### src/rtl/tipi_nib_master_if.sv
// tipi_nib_master_if: command/response handshake plus the TIPI nibble-bus pins.
//   master modport - the nibble-bus initiator (tipi_nib_master) view.
//   slave modport  - the environment view: it issues commands and drives r_nib_i.
// Signals:
//   cmd_valid/cmd_ready/cmd_reg/cmd_wdata : single-register command request
//   rsp_valid/rsp_data/rsp_err            : transaction completion and read data
//   r_clk_o/r_nibrst_o/r_nib_o/r_nib_oe   : nibble bus driven by the master
//   r_nib_i                               : nibble bus value seen by the master
interface tipi_nib_master_if;
  logic       cmd_valid;
  logic       cmd_ready;
  logic [1:0] cmd_reg;
  logic [7:0] cmd_wdata;
  logic       rsp_valid;
  logic [7:0] rsp_data;
  logic       rsp_err;
  logic       r_clk_o;
  logic       r_nibrst_o;
  logic [3:0] r_nib_o;
  logic       r_nib_oe;
  logic [3:0] r_nib_i;

  modport master (
    input  cmd_valid, cmd_reg, cmd_wdata, r_nib_i,
    output cmd_ready, rsp_valid, rsp_data, rsp_err,
    output r_clk_o, r_nibrst_o, r_nib_o, r_nib_oe
  );

  modport slave (
    output cmd_valid, cmd_reg, cmd_wdata, r_nib_i,
    input  cmd_ready, rsp_valid, rsp_data, rsp_err,
    input  r_clk_o, r_nibrst_o, r_nib_o, r_nib_oe
  );
endinterface

### src/rtl/tipi_nib_master.sv
// tipi_nib_master: Pi-side initiator for the TIPI 4-bit nibble bus.
// Turns one accepted command into a nibble-bus transaction: a sequence-reset
// pulse carrying the register select, then three r_clk pulses. Writes (RD/RC)
// drive the data high/low nibbles; reads (TD/TC) turn the bus around and sample
// the slave's high/low nibbles at the end of the P1/P2 low phases.
// Ports:
//   clk      - system clock
//   r_reset  - synchronous active-high reset
//   bus      - tipi_nib_master_if.master: command, response and nibble-bus pins
// Parameter CLK_DIV: clk cycles per r_clk half-period (>= 1, >= 2 when the
// double-sample option is enabled).
// Optional build macro TIPI_NIB_DBL_SAMPLE_EN: each read nibble is also sampled
// in the first cycle of its low phase; a disagreement sets rsp_err for that
// response. Without the macro rsp_err is tied low.
module tipi_nib_master #(
  parameter int unsigned CLK_DIV = 4
) (
  input logic              clk,
  input logic              r_reset,
  tipi_nib_master_if.master bus
);

  typedef enum logic [3:0] {
    StIdle, StNrstHi, StNrstLo, StP0Hi, StP0Lo, StP1Hi, StP1Lo, StP2Hi, StP2Lo, StDone
  } state_e;

  localparam int unsigned    CntW    = (CLK_DIV > 1) ? $clog2(CLK_DIV) : 1;
  localparam logic [CntW-1:0] CntLast = CntW'(CLK_DIV - 1);

  state_e          state_q, state_d;
  logic [CntW-1:0] cnt_q, cnt_d;
  logic [1:0]      reg_q, reg_d;
  logic [7:0]      wdata_q, wdata_d;
  logic [3:0]      hi_q, hi_d;
  logic [7:0]      data_q, data_d;
  logic            rclk_q, rclk_d;
  logic            nrst_q, nrst_d;
  logic            oe_q, oe_d;
  logic [3:0]      nib_q, nib_d;
  logic            ready_q, ready_d;
  logic            valid_q, valid_d;
  logic            accept;
  logic            phase_end;
  logic [3:0]      sel_d;

`ifdef TIPI_NIB_DBL_SAMPLE_EN
  logic [3:0] first_q, first_d;
  logic       err_q, err_d;
`endif

  assign accept    = bus.cmd_valid && ready_q;
  assign phase_end = (cnt_q == CntLast);
  assign sel_d     = {2'b00, reg_d};

  // Sequencing: each bus phase lasts CLK_DIV cycles, then moves to the next one.
  always_comb begin
    state_d = state_q;
    cnt_d   = '0;
    reg_d   = reg_q;
    wdata_d = wdata_q;
    unique case (state_q)
      StIdle, StDone: state_d = accept ? StNrstHi : StIdle;
      StNrstHi:       if (phase_end) state_d = StNrstLo;
      StNrstLo:       if (phase_end) state_d = StP0Hi;
      StP0Hi:         if (phase_end) state_d = StP0Lo;
      StP0Lo:         if (phase_end) state_d = StP1Hi;
      StP1Hi:         if (phase_end) state_d = StP1Lo;
      StP1Lo:         if (phase_end) state_d = StP2Hi;
      StP2Hi:         if (phase_end) state_d = StP2Lo;
      StP2Lo:         if (phase_end) state_d = StDone;
      default:        state_d = StIdle;
    endcase
    if (state_q != StIdle && state_q != StDone && !phase_end) begin
      cnt_d = cnt_q + CntW'(1);
    end
    if (accept) begin
      reg_d   = bus.cmd_reg;
      wdata_d = bus.cmd_wdata;
    end
  end

  // Read sampling. The high nibble is parked in hi_q so rsp_data only changes
  // together with the response.
  always_comb begin
    hi_d   = hi_q;
    data_d = data_q;
    if (!reg_q[1] && phase_end) begin
      if (state_q == StP1Lo) hi_d = bus.r_nib_i;
      if (state_q == StP2Lo) data_d = {hi_q, bus.r_nib_i};
    end
  end

`ifdef TIPI_NIB_DBL_SAMPLE_EN
  always_comb begin
    first_d = first_q;
    err_d   = err_q;
    if (!reg_q[1] && (state_q == StP1Lo || state_q == StP2Lo)) begin
      if (cnt_q == '0) first_d = bus.r_nib_i;
      if (phase_end && (first_q != bus.r_nib_i)) err_d = 1'b1;
    end
    if (accept) err_d = 1'b0;
  end
`endif

  // Bus pins are decoded from the next state so they are registered alongside it.
  always_comb begin
    rclk_d  = 1'b0;
    nrst_d  = 1'b0;
    oe_d    = 1'b0;
    nib_d   = 4'h0;
    ready_d = 1'b0;
    valid_d = 1'b0;
    unique case (state_d)
      StIdle: ready_d = 1'b1;
      StDone: begin
        ready_d = 1'b1;
        valid_d = 1'b1;
      end
      StNrstHi: begin
        nrst_d = 1'b1;
        oe_d   = 1'b1;
        nib_d  = sel_d;
      end
      StNrstLo: begin
        oe_d  = 1'b1;
        nib_d = sel_d;
      end
      StP0Hi: begin
        rclk_d = 1'b1;
        oe_d   = 1'b1;
        nib_d  = sel_d;
      end
      StP0Lo, StP1Hi: begin
        rclk_d = (state_d == StP1Hi);
        oe_d   = reg_d[1];
        nib_d  = reg_d[1] ? wdata_d[7:4] : sel_d;
      end
      StP1Lo, StP2Hi, StP2Lo: begin
        rclk_d = (state_d == StP2Hi);
        oe_d   = reg_d[1];
        nib_d  = reg_d[1] ? wdata_d[3:0] : sel_d;
      end
      default: ready_d = 1'b1;
    endcase
  end

  always_ff @(posedge clk) begin
    if (r_reset) begin
      state_q <= StIdle;
      cnt_q   <= '0;
      reg_q   <= 2'b00;
      wdata_q <= 8'h00;
      hi_q    <= 4'h0;
      data_q  <= 8'h00;
      rclk_q  <= 1'b0;
      nrst_q  <= 1'b0;
      oe_q    <= 1'b0;
      nib_q   <= 4'h0;
      ready_q <= 1'b1;
      valid_q <= 1'b0;
    end else begin
      state_q <= state_d;
      cnt_q   <= cnt_d;
      reg_q   <= reg_d;
      wdata_q <= wdata_d;
      hi_q    <= hi_d;
      data_q  <= data_d;
      rclk_q  <= rclk_d;
      nrst_q  <= nrst_d;
      oe_q    <= oe_d;
      nib_q   <= nib_d;
      ready_q <= ready_d;
      valid_q <= valid_d;
    end
  end

`ifdef TIPI_NIB_DBL_SAMPLE_EN
  always_ff @(posedge clk) begin
    if (r_reset) begin
      first_q <= 4'h0;
      err_q   <= 1'b0;
    end else begin
      first_q <= first_d;
      err_q   <= err_d;
    end
  end
  assign bus.rsp_err = err_q;
`else
  assign bus.rsp_err = 1'b0;
`endif

  assign bus.cmd_ready  = ready_q;
  assign bus.rsp_valid  = valid_q;
  assign bus.rsp_data   = data_q;
  assign bus.r_clk_o    = rclk_q;
  assign bus.r_nibrst_o = nrst_q;
  assign bus.r_nib_o    = nib_q;
  assign bus.r_nib_oe   = oe_q;

endmodule

### src/flat_wrapper.sv
// flat-port wrapper written by rule: the top's interface ports become plain ports
module tipi_nib_master_flat 
#(
  parameter int unsigned CLK_DIV = 4
)
  (clk, r_reset, bus_cmd_valid, bus_cmd_reg, bus_cmd_wdata, bus_r_nib_i, bus_cmd_ready, bus_rsp_valid, bus_rsp_data, bus_rsp_err, bus_r_clk_o, bus_r_nibrst_o, bus_r_nib_o, bus_r_nib_oe);
  tipi_nib_master_if bus_i ();
  input logic clk;
  input logic r_reset;
  input wire logic [$bits(bus_i.cmd_valid)-1:0] bus_cmd_valid;
  input wire logic [$bits(bus_i.cmd_reg)-1:0] bus_cmd_reg;
  input wire logic [$bits(bus_i.cmd_wdata)-1:0] bus_cmd_wdata;
  input wire logic [$bits(bus_i.r_nib_i)-1:0] bus_r_nib_i;
  output wire logic [$bits(bus_i.cmd_ready)-1:0] bus_cmd_ready;
  output wire logic [$bits(bus_i.rsp_valid)-1:0] bus_rsp_valid;
  output wire logic [$bits(bus_i.rsp_data)-1:0] bus_rsp_data;
  output wire logic [$bits(bus_i.rsp_err)-1:0] bus_rsp_err;
  output wire logic [$bits(bus_i.r_clk_o)-1:0] bus_r_clk_o;
  output wire logic [$bits(bus_i.r_nibrst_o)-1:0] bus_r_nibrst_o;
  output wire logic [$bits(bus_i.r_nib_o)-1:0] bus_r_nib_o;
  output wire logic [$bits(bus_i.r_nib_oe)-1:0] bus_r_nib_oe;
  assign bus_i.cmd_valid = bus_cmd_valid;
  assign bus_i.cmd_reg = bus_cmd_reg;
  assign bus_i.cmd_wdata = bus_cmd_wdata;
  assign bus_i.r_nib_i = bus_r_nib_i;
  assign bus_cmd_ready = bus_i.cmd_ready;
  assign bus_rsp_valid = bus_i.rsp_valid;
  assign bus_rsp_data = bus_i.rsp_data;
  assign bus_rsp_err = bus_i.rsp_err;
  assign bus_r_clk_o = bus_i.r_clk_o;
  assign bus_r_nibrst_o = bus_i.r_nibrst_o;
  assign bus_r_nib_o = bus_i.r_nib_o;
  assign bus_r_nib_oe = bus_i.r_nib_oe;
  tipi_nib_master #(.CLK_DIV(CLK_DIV)) u_core (.clk(clk), .r_reset(r_reset), .bus(bus_i));
endmodule
### config.mk
export PLATFORM = sky130hd
export DESIGN_NAME = tipi_nib_master_flat
export DESIGN_NICKNAME = d
export VERILOG_FILES = /design/src/rtl/tipi_nib_master_if.sv /design/src/rtl/tipi_nib_master.sv /design/src/flat_wrapper.sv
export SDC_FILE = /design/constraint.sdc
export NUM_CORES = 1
export LEC_CHECK = 0
export CORE_ASPECT_RATIO = 1.5
export CORE_MARGIN = 5
export CORE_UTILIZATION = 53
export DETAILED_ROUTE_END_ITERATION = 10
export GPL_TIMING_DRIVEN = 0
export HOLD_SLACK_MARGIN = 0.03
export PLACE_DENSITY = 0.83
export SLEW_MARGIN = 20
export SYNTH_ARGS = -nofsm -noshare
export SYNTH_HDL_FRONTEND = slang
export SYNTH_SLANG_ARGS = --single-unit
### constraint.sdc
create_clock -name clk -period 4.5 [get_ports clk]
set_clock_uncertainty 0.05 [all_clocks]
set_input_delay 0.9 -clock clk [delete_from_list [all_inputs] [get_ports clk]]
set_output_delay 0.9 -clock clk [all_outputs]
set_load 0.02 [all_outputs]
==> flow_summary_export.csv, run 1 <==
group,metric,value,unit
floorplan,dieArea,0.00426,mm^2
power,swShare,22.8,%
layout,final_cell_area,0.00210,mm^2
grt,grt_pass1_vias,1448,
grt,grt_antenna_before_repair,0,
layout,antennaDiodeCount,0,
grt,grt_start_max_net_pins,12,
clocking,clk_pin_slew,0.07,ns
critical_path,slowest_delay,0.51,ns
sta,fin_crit,2.58,ns
floorplan,ios,35,
routing,first_iter_violations,41,
layout,nets,225,
power,clkPwrFrac,40.5,%
layout,drive_above_1_share,9.62,%
sta,max_freq,388,MHz
clocking,htreeDepth,2,
power,p_int,0.560,mW
power,p_leak,0.833,nW
sta,tightest_slew,0.646,ns
hold_path,hold_class,"reg -> reg",
clocking,cts_tree,"built",
critical_path,crit_fanout,10,
critical_path,end_kind,"flop",
sta,min_period_over_period,57.3,%
grt,grt-ovfl-total,0,
clocking,ctsResizeCount,0,
power,power_density,345,mW/mm^2
place,dpl.hpwl,2790,um
floorplan,fp.dieH,77.4,um
clocking,hold_buffers,0,
routing,wl_per_cell,15.7,um
critical_path,slowest_stage,"clkdlybuf4s50_1",
logic_synthesis,ys_seq_area_share,46.1,%
critical_path,crit_type,"in -> reg",
run,maxCapViolations,0,
critical_path,cp_num_buf_inv,2,
power,p_seq_share,47.6,%
logic_synthesis,synth_top_area_share,46.1,%
clocking,postCtsSetupBuffers,0,
logic_synthesis,netlist_instances,167,
clocking,clock-root-buffer,"clkbuf_8",
floorplan,rows,24,
floorplan,die_w,55.0,um
floorplan,core,0.00291,mm^2
outcome,status,"finished, final reports clean",
logic_synthesis,ys_types,46,
power,power_frac_comb,11.9,%
logic_synthesis,synth_top_cells_by_area,"dfxtp_1, mux2i_1, nor2_1, a211oi_1, a21oi_1",
logic_synthesis,avgSynthCellArea,9.62,um^2
routing,postRouteAntennaNets,0,
power,switchingPower,0.165,mW
floorplan,initial_core_util,55.2,%
routing,routed_wirelength,3880,um
critical_path,cp.depth,6,
critical_path,cpLargestDelayFamily,"buffers and inverters",
grt,track_usage,20.2,%
power,peakVddDrop,0.272,mV
critical_path,r2r_cells,7,
critical_path,cp.required,4.67,ns
logic_synthesis,syn_nets,185,
sta,setup_violations,0,
layout,area_growth_syn_to_layout,30.8,%
hold_path,whs_path_depth,1,
sta,setup_tns,0,ns
logic_synthesis,syn_area,0.00161,mm^2
sta,slew_headroom,56.8,%
critical_path,cp-start-kind,"primary input",
layout,finalNonFillerCells,247,
critical_path,worst_ep_arrival_time,2.74,ns
routing,avgViaCountPerCell,5.64,
sta,slew_viol_final,0,
logic_synthesis,synth-seq-cells,37,
place,gp_congestion,0.861,
place,dp.cells,239,
critical_path,crit_chain,"clkdlybuf4s50_1, and2_1, clkbuf_1, o21ai_0, a221o_1, nor3_1",
clocking,cts_sinks,37,
clocking,worst_skew_pair.late_latency,0.29,ns
grt,grt_pass1_wl,6330,um
clocking,cts_made_buffers,5,
sta,rsz0062_at_grt,"false",
routing,firstDrtPassIters,5,
sta,hold_violations,0,
place,port-buffer-count,33,
logic_synthesis,synth_area_leader_cell,"dfxtp_1",
clocking,clockBufferDepth,2,
routing,post-route-drc-count,0,
logic_synthesis,ys_warn_count,0,
place,place_area,0.00199,mm^2
power,total_power,0.725,mW
routing,num_vias,1394,
layout make-up:
class                   count  area (um^2)
repair buffers             33          330
clock inverters             1         30.0
flip-flops and latches     37          741
well taps                  39         48.8
plain buffers              13         63.8
fillers                   237          811
clock buffers               7         86.3
multi-input cells         115          795
inverters                   2         7.51
worst reg2reg max path: stages, from the launching register on:
cell      delay [ns]
dfxtp_1         0.34
ha_1            0.19
clkbuf_1        0.34
nor2b_1         0.30
nand4b_1        0.14
buf_2           0.24
mux2i_1         0.19
nor2_1          0.06
layout by cell type, fill, tap and decap left out, types with 6 or more instances in the layout:
cell and instances:
dfxtp_1 37, clkbuf_1 9, nor2_1 25, nand2_1 8
clkbuf_8 6, clkdlybuf4s50_1 33, a21oi_1 7, mux2i_1 20
path summary, 6_finish.rpt:
check	startpoint	endpoint	slack, ns
setup / recovery	bus_cmd_valid	u_core.bus.r_nib_o[2]$_SDFF_PP0_	1.92
hold / removal	u_core.cnt_q[0]$_SDFF_PP0_	u_core.cnt_q[0]$_SDFF_PP0_	0.42
setup reg to reg	u_core.cnt_q[0]$_SDFF_PP0_	u_core.bus.rsp_data[4]$_SDFFE_PP0P_	2.54
hold reg to reg	u_core.cnt_q[0]$_SDFF_PP0_	u_core.cnt_q[0]$_SDFF_PP0_	0.42
through the flow:
stage	hold slack, ns	utilization [%]	setup slack, ns
floorplan	0.363	-	2.41
global placement	0.376	68.2	1.71
detailed placement	0.401	68.2	1.66
CTS	0.411	72.2	1.91
global route	0.424	72.2	1.79
finish	0.416	72.2	1.92
Yosys cell counts (all sizes together):
library cell / n
nor4: 1
nand4b: 2
nand2b: 1
nor3b: 1
o32a: 2
o21ba: 1
ha: 1
xor2: 1
o31ai: 1
conb: 1
nand3: 2
a2111oi: 3
dfxtp: 37
o22a: 3
a311oi: 1
a211o: 1
mux2i: 20
nand2: 8
and3: 1
a21oi: 8
nor3: 5
a31oi: 1
a2bb2oi: 1
or2b: 1
o21ai: 1
buf: 5
or2: 1
xnor2: 1
o221a: 1
and3b: 1
a211oi: 5
or4b: 1
nor4b: 1
clkbuf: 8
inv: 2
nor2b: 5
o22ai: 1
a221o: 1
o21a: 3
nor2: 25
and2: 1
routing by layer:
metal	vias up	part of all wire [%]	global-route usage, %
li1	675	-	-
met1	650	38	20.0
met2	48	52	34.0
met3	21	4.7	5.56
met4	0	5.7	14.6
met5	-	0	0
power by group through the flow:
stage               logic [mW]  clock network, mW  registers, mW
floorplan               0.0463                  0          0.355
global placement        0.0805                  0          0.352
detailed placement      0.0838                  0          0.353
CTS                     0.0855              0.296          0.345
global route            0.0923              0.310          0.346
finish                  0.0864              0.294          0.345
sequential cells by signal (all words and copies together), names as in the netlist, 2 cells and up:
register	count
u_core.hi_q	4
u_core.reg_q	2
u_core.state_q	4
u_core.wdata_q	8
u_core.cnt_q	2
u_core.bus.r_nib_o	4
u_core.bus.rsp_data	8
kinds of logic (layout without fill, tap and decap cells):
logic type	after synthesis	in the layout	synth area share, %
AOI/OAI and AO/OA	34	34	16.7
xor gates and xnor gates	2	2	1.09
adders and majority gates	1	1	0.779
buffers and inverters	15	56	4.44
DFF	37	37	46.1
muxes	20	20	12.5
other	1	1	0.233
and+or+nand+nor	57	57	18.1
No activity file was read; power rests on OpenSTA's default activity.
==> run 2: changes to the inputs <==
- CORE_UTILIZATION: 53 -> 45
- PLACE_DENSITY: 0.83 -> 0.75
- clock period: 4.5 -> 2.2 ns (I/O delays scaled with it)
==> flow_summary_export.csv, run 2 (synthesis results as in run 1) <==
group,metric,value,unit
clocking,cts_made_buffers,5,
clocking,cts_sinks,37,
critical_path,end_kind,"flop",
routing,avgViaCountPerCell,5.54,
place,place_ws,-0.175,ns
routing,wl_per_cell,14.8,um
layout,final_cell_mix,"dfxtp_1, clkdlybuf4s50_1, nor2_1",
grt,track_usage,16.3,%
critical_path,cp.required,2.32,ns
clocking,clk_pin_slew,0.07,ns
layout,utilization,60.7,%
clocking,clock-root-buffer,"clkbuf_8",
routing,postRouteAntennaNets,0,
power,peakVddDrop,0.475,mV
sta,hold_slack,0.405,ns
layout,antennaDiodeCount,0,
routing,post-route-drc-count,0,
grt,grt_pass1_wl,6310,um
critical_path,cp-start-kind,"primary input",
sta,setup_ws,0.171,ns
hold_path,hp-start,"u_core.wdata_q[0]$_SDFF_PP0_",
layout,register_area,741,um^2
hold_path,whs_path_depth,2,
sta,rsz0062_at_grt,"false",
layout,final_common_cell,"dfxtp_1",
layout,drive_above_1_share,9.22,%
grt,grt-ovfl-total,0,
sta,fin_crit,2.03,ns
layout,area_growth_syn_to_layout,29.0,%
hold_path,hold_end,"u_core.wdata_q[0]$_SDFF_PP0_",
floorplan,fp.dieH,83.2,um
layout,nets,224,
critical_path,worst_ep_arrival_time,2.14,ns
place,dpl.hpwl,2750,um
routing,routed_wirelength,3660,um
clocking,hold_buffers,0,
hold_path,hold_class,"reg -> reg",
critical_path,rr_startpoint,"u_core.cnt_q[0]$_SDFF_PP0_",
grt,grt_antenna_before_repair,0,
power,p_leak,0.818,nW
critical_path,r2r_cells,7,
floorplan,rows,26,
critical_path,rr_endpoint,"u_core.bus.rsp_data[3]$_SDFFE_PP0P_",
outcome,status,"finished, final reports clean",
grt,grt_start_max_net_pins,11,
clocking,cts_tree,"built",
layout,multi_input_comb_area,795,um^2
clocking,htreeDepth,2,
sta,setup_violations,0,
place,port-buffer-count,33,
sta,max_freq,493,MHz
floorplan,die_w,58.8,um
layout,fillCellCount,315,
floorplan,ios,35,
critical_path,crit_type,"in -> reg",
run,maxCapViolations,0,
sta,slew_headroom,54.6,%
grt,grt_pass1_vias,1349,
sta,min_period_over_period,92.2,%
sta,tightest_slew,0.680,ns
clocking,postCtsSetupBuffers,0,
floorplan,core,0.00342,mm^2
floorplan,dieArea,0.00489,mm^2
floorplan,initial_core_util,47.0,%
place,gp_congestion,0.775,
routing,firstDrtPassIters,4,
clocking,worst_skew_pair.late_latency,0.28,ns
routing,num_vias,1375,
routing,first_iter_violations,74,
sta,setup_tns,0,ns
critical_path,crit_fanout,10,
critical_path,reg2reg_slack,0.25,ns
sta,hold_violations,0,
power,power_density,645,mW/mm^2
clocking,clockBufferDepth,2,
sta,slew_viol_final,0,
clocking,ctsResizeCount,0,
[run 2: through the flow]
stage,instances,power (mW),instance area (um^2)
final,248,1.34,2070
after global routing,248,1.41,2070
after CTS,249,1.36,2080
after detailed placement,242,0.894,1990
after global placement,242,0.886,1990
after floorplan,167,0.821,1610
[run 2: how the worst max path moves through the flow]
stage                                     endpoint  depth (start not counted)  slack [ns]                          from
2_1_floorplan     u_core.bus.r_nib_o[0]$_SDFF_PP0_                          5        0.45  u_core.state_q[2]$_SDFF_PP0_
3_3_place_gp      u_core.bus.r_nib_o[1]$_SDFF_PP0_                          6       -0.14                 bus_cmd_valid
3_5_place_dp      u_core.bus.r_nib_o[1]$_SDFF_PP0_                          6       -0.17                 bus_cmd_valid
4_1_cts           u_core.bus.r_nib_o[1]$_SDFF_PP0_                          6        0.10                 bus_cmd_valid
5_1_grt        u_core.bus.rsp_data[4]$_SDFFE_PP0P_                          7        0.07    u_core.cnt_q[0]$_SDFF_PP0_
6_report          u_core.bus.r_nib_o[0]$_SDFF_PP0_                          6        0.17                 bus_cmd_valid
[run 2: power breakdown]
part           switching (mW)  leakage [nW]  internal (mW)
Sequential             0.0137         0.301          0.693
Clock                   0.211        0.0443          0.248
Combinational          0.0878         0.472         0.0833
[run 2: final cells by class]
class | instances | area share, %
Sequential cell | 37 | 35.7
Clock buffer | 7 | 4.17
Timing Repair Buffer | 33 | 15.9
Buffer | 12 | 2.90
Multi-Input combinational cell | 115 | 38.3
Inverter | 2 | 0.362
Tap cell | 42 | 2.54
[run 2: worst max-delay path: stages]
cell             delay (ns)
clkdlybuf4s50_1        0.46
nand2_1                0.13
clkbuf_1               0.50
mux2i_1                0.34
o32a_1                 0.22
a21oi_2                0.05
[run 2: routing by layer]
| metal | routed length, um | part of all wire (%) | track usage, % | vias to the layer above |
|---|---|---|---|---|
| met2 | 1940 | 53 | 27.9 | 40 |
| met4 | 44 | 1.2 | 6.39 | 0 |
| met1 | 1500 | 41 | 18.6 | 653 |
| met5 | 0 | 0 | 0 | - |
| li1 | - | - | - | 676 |
| met3 | 179 | 4.9 | 4.50 | 6 |
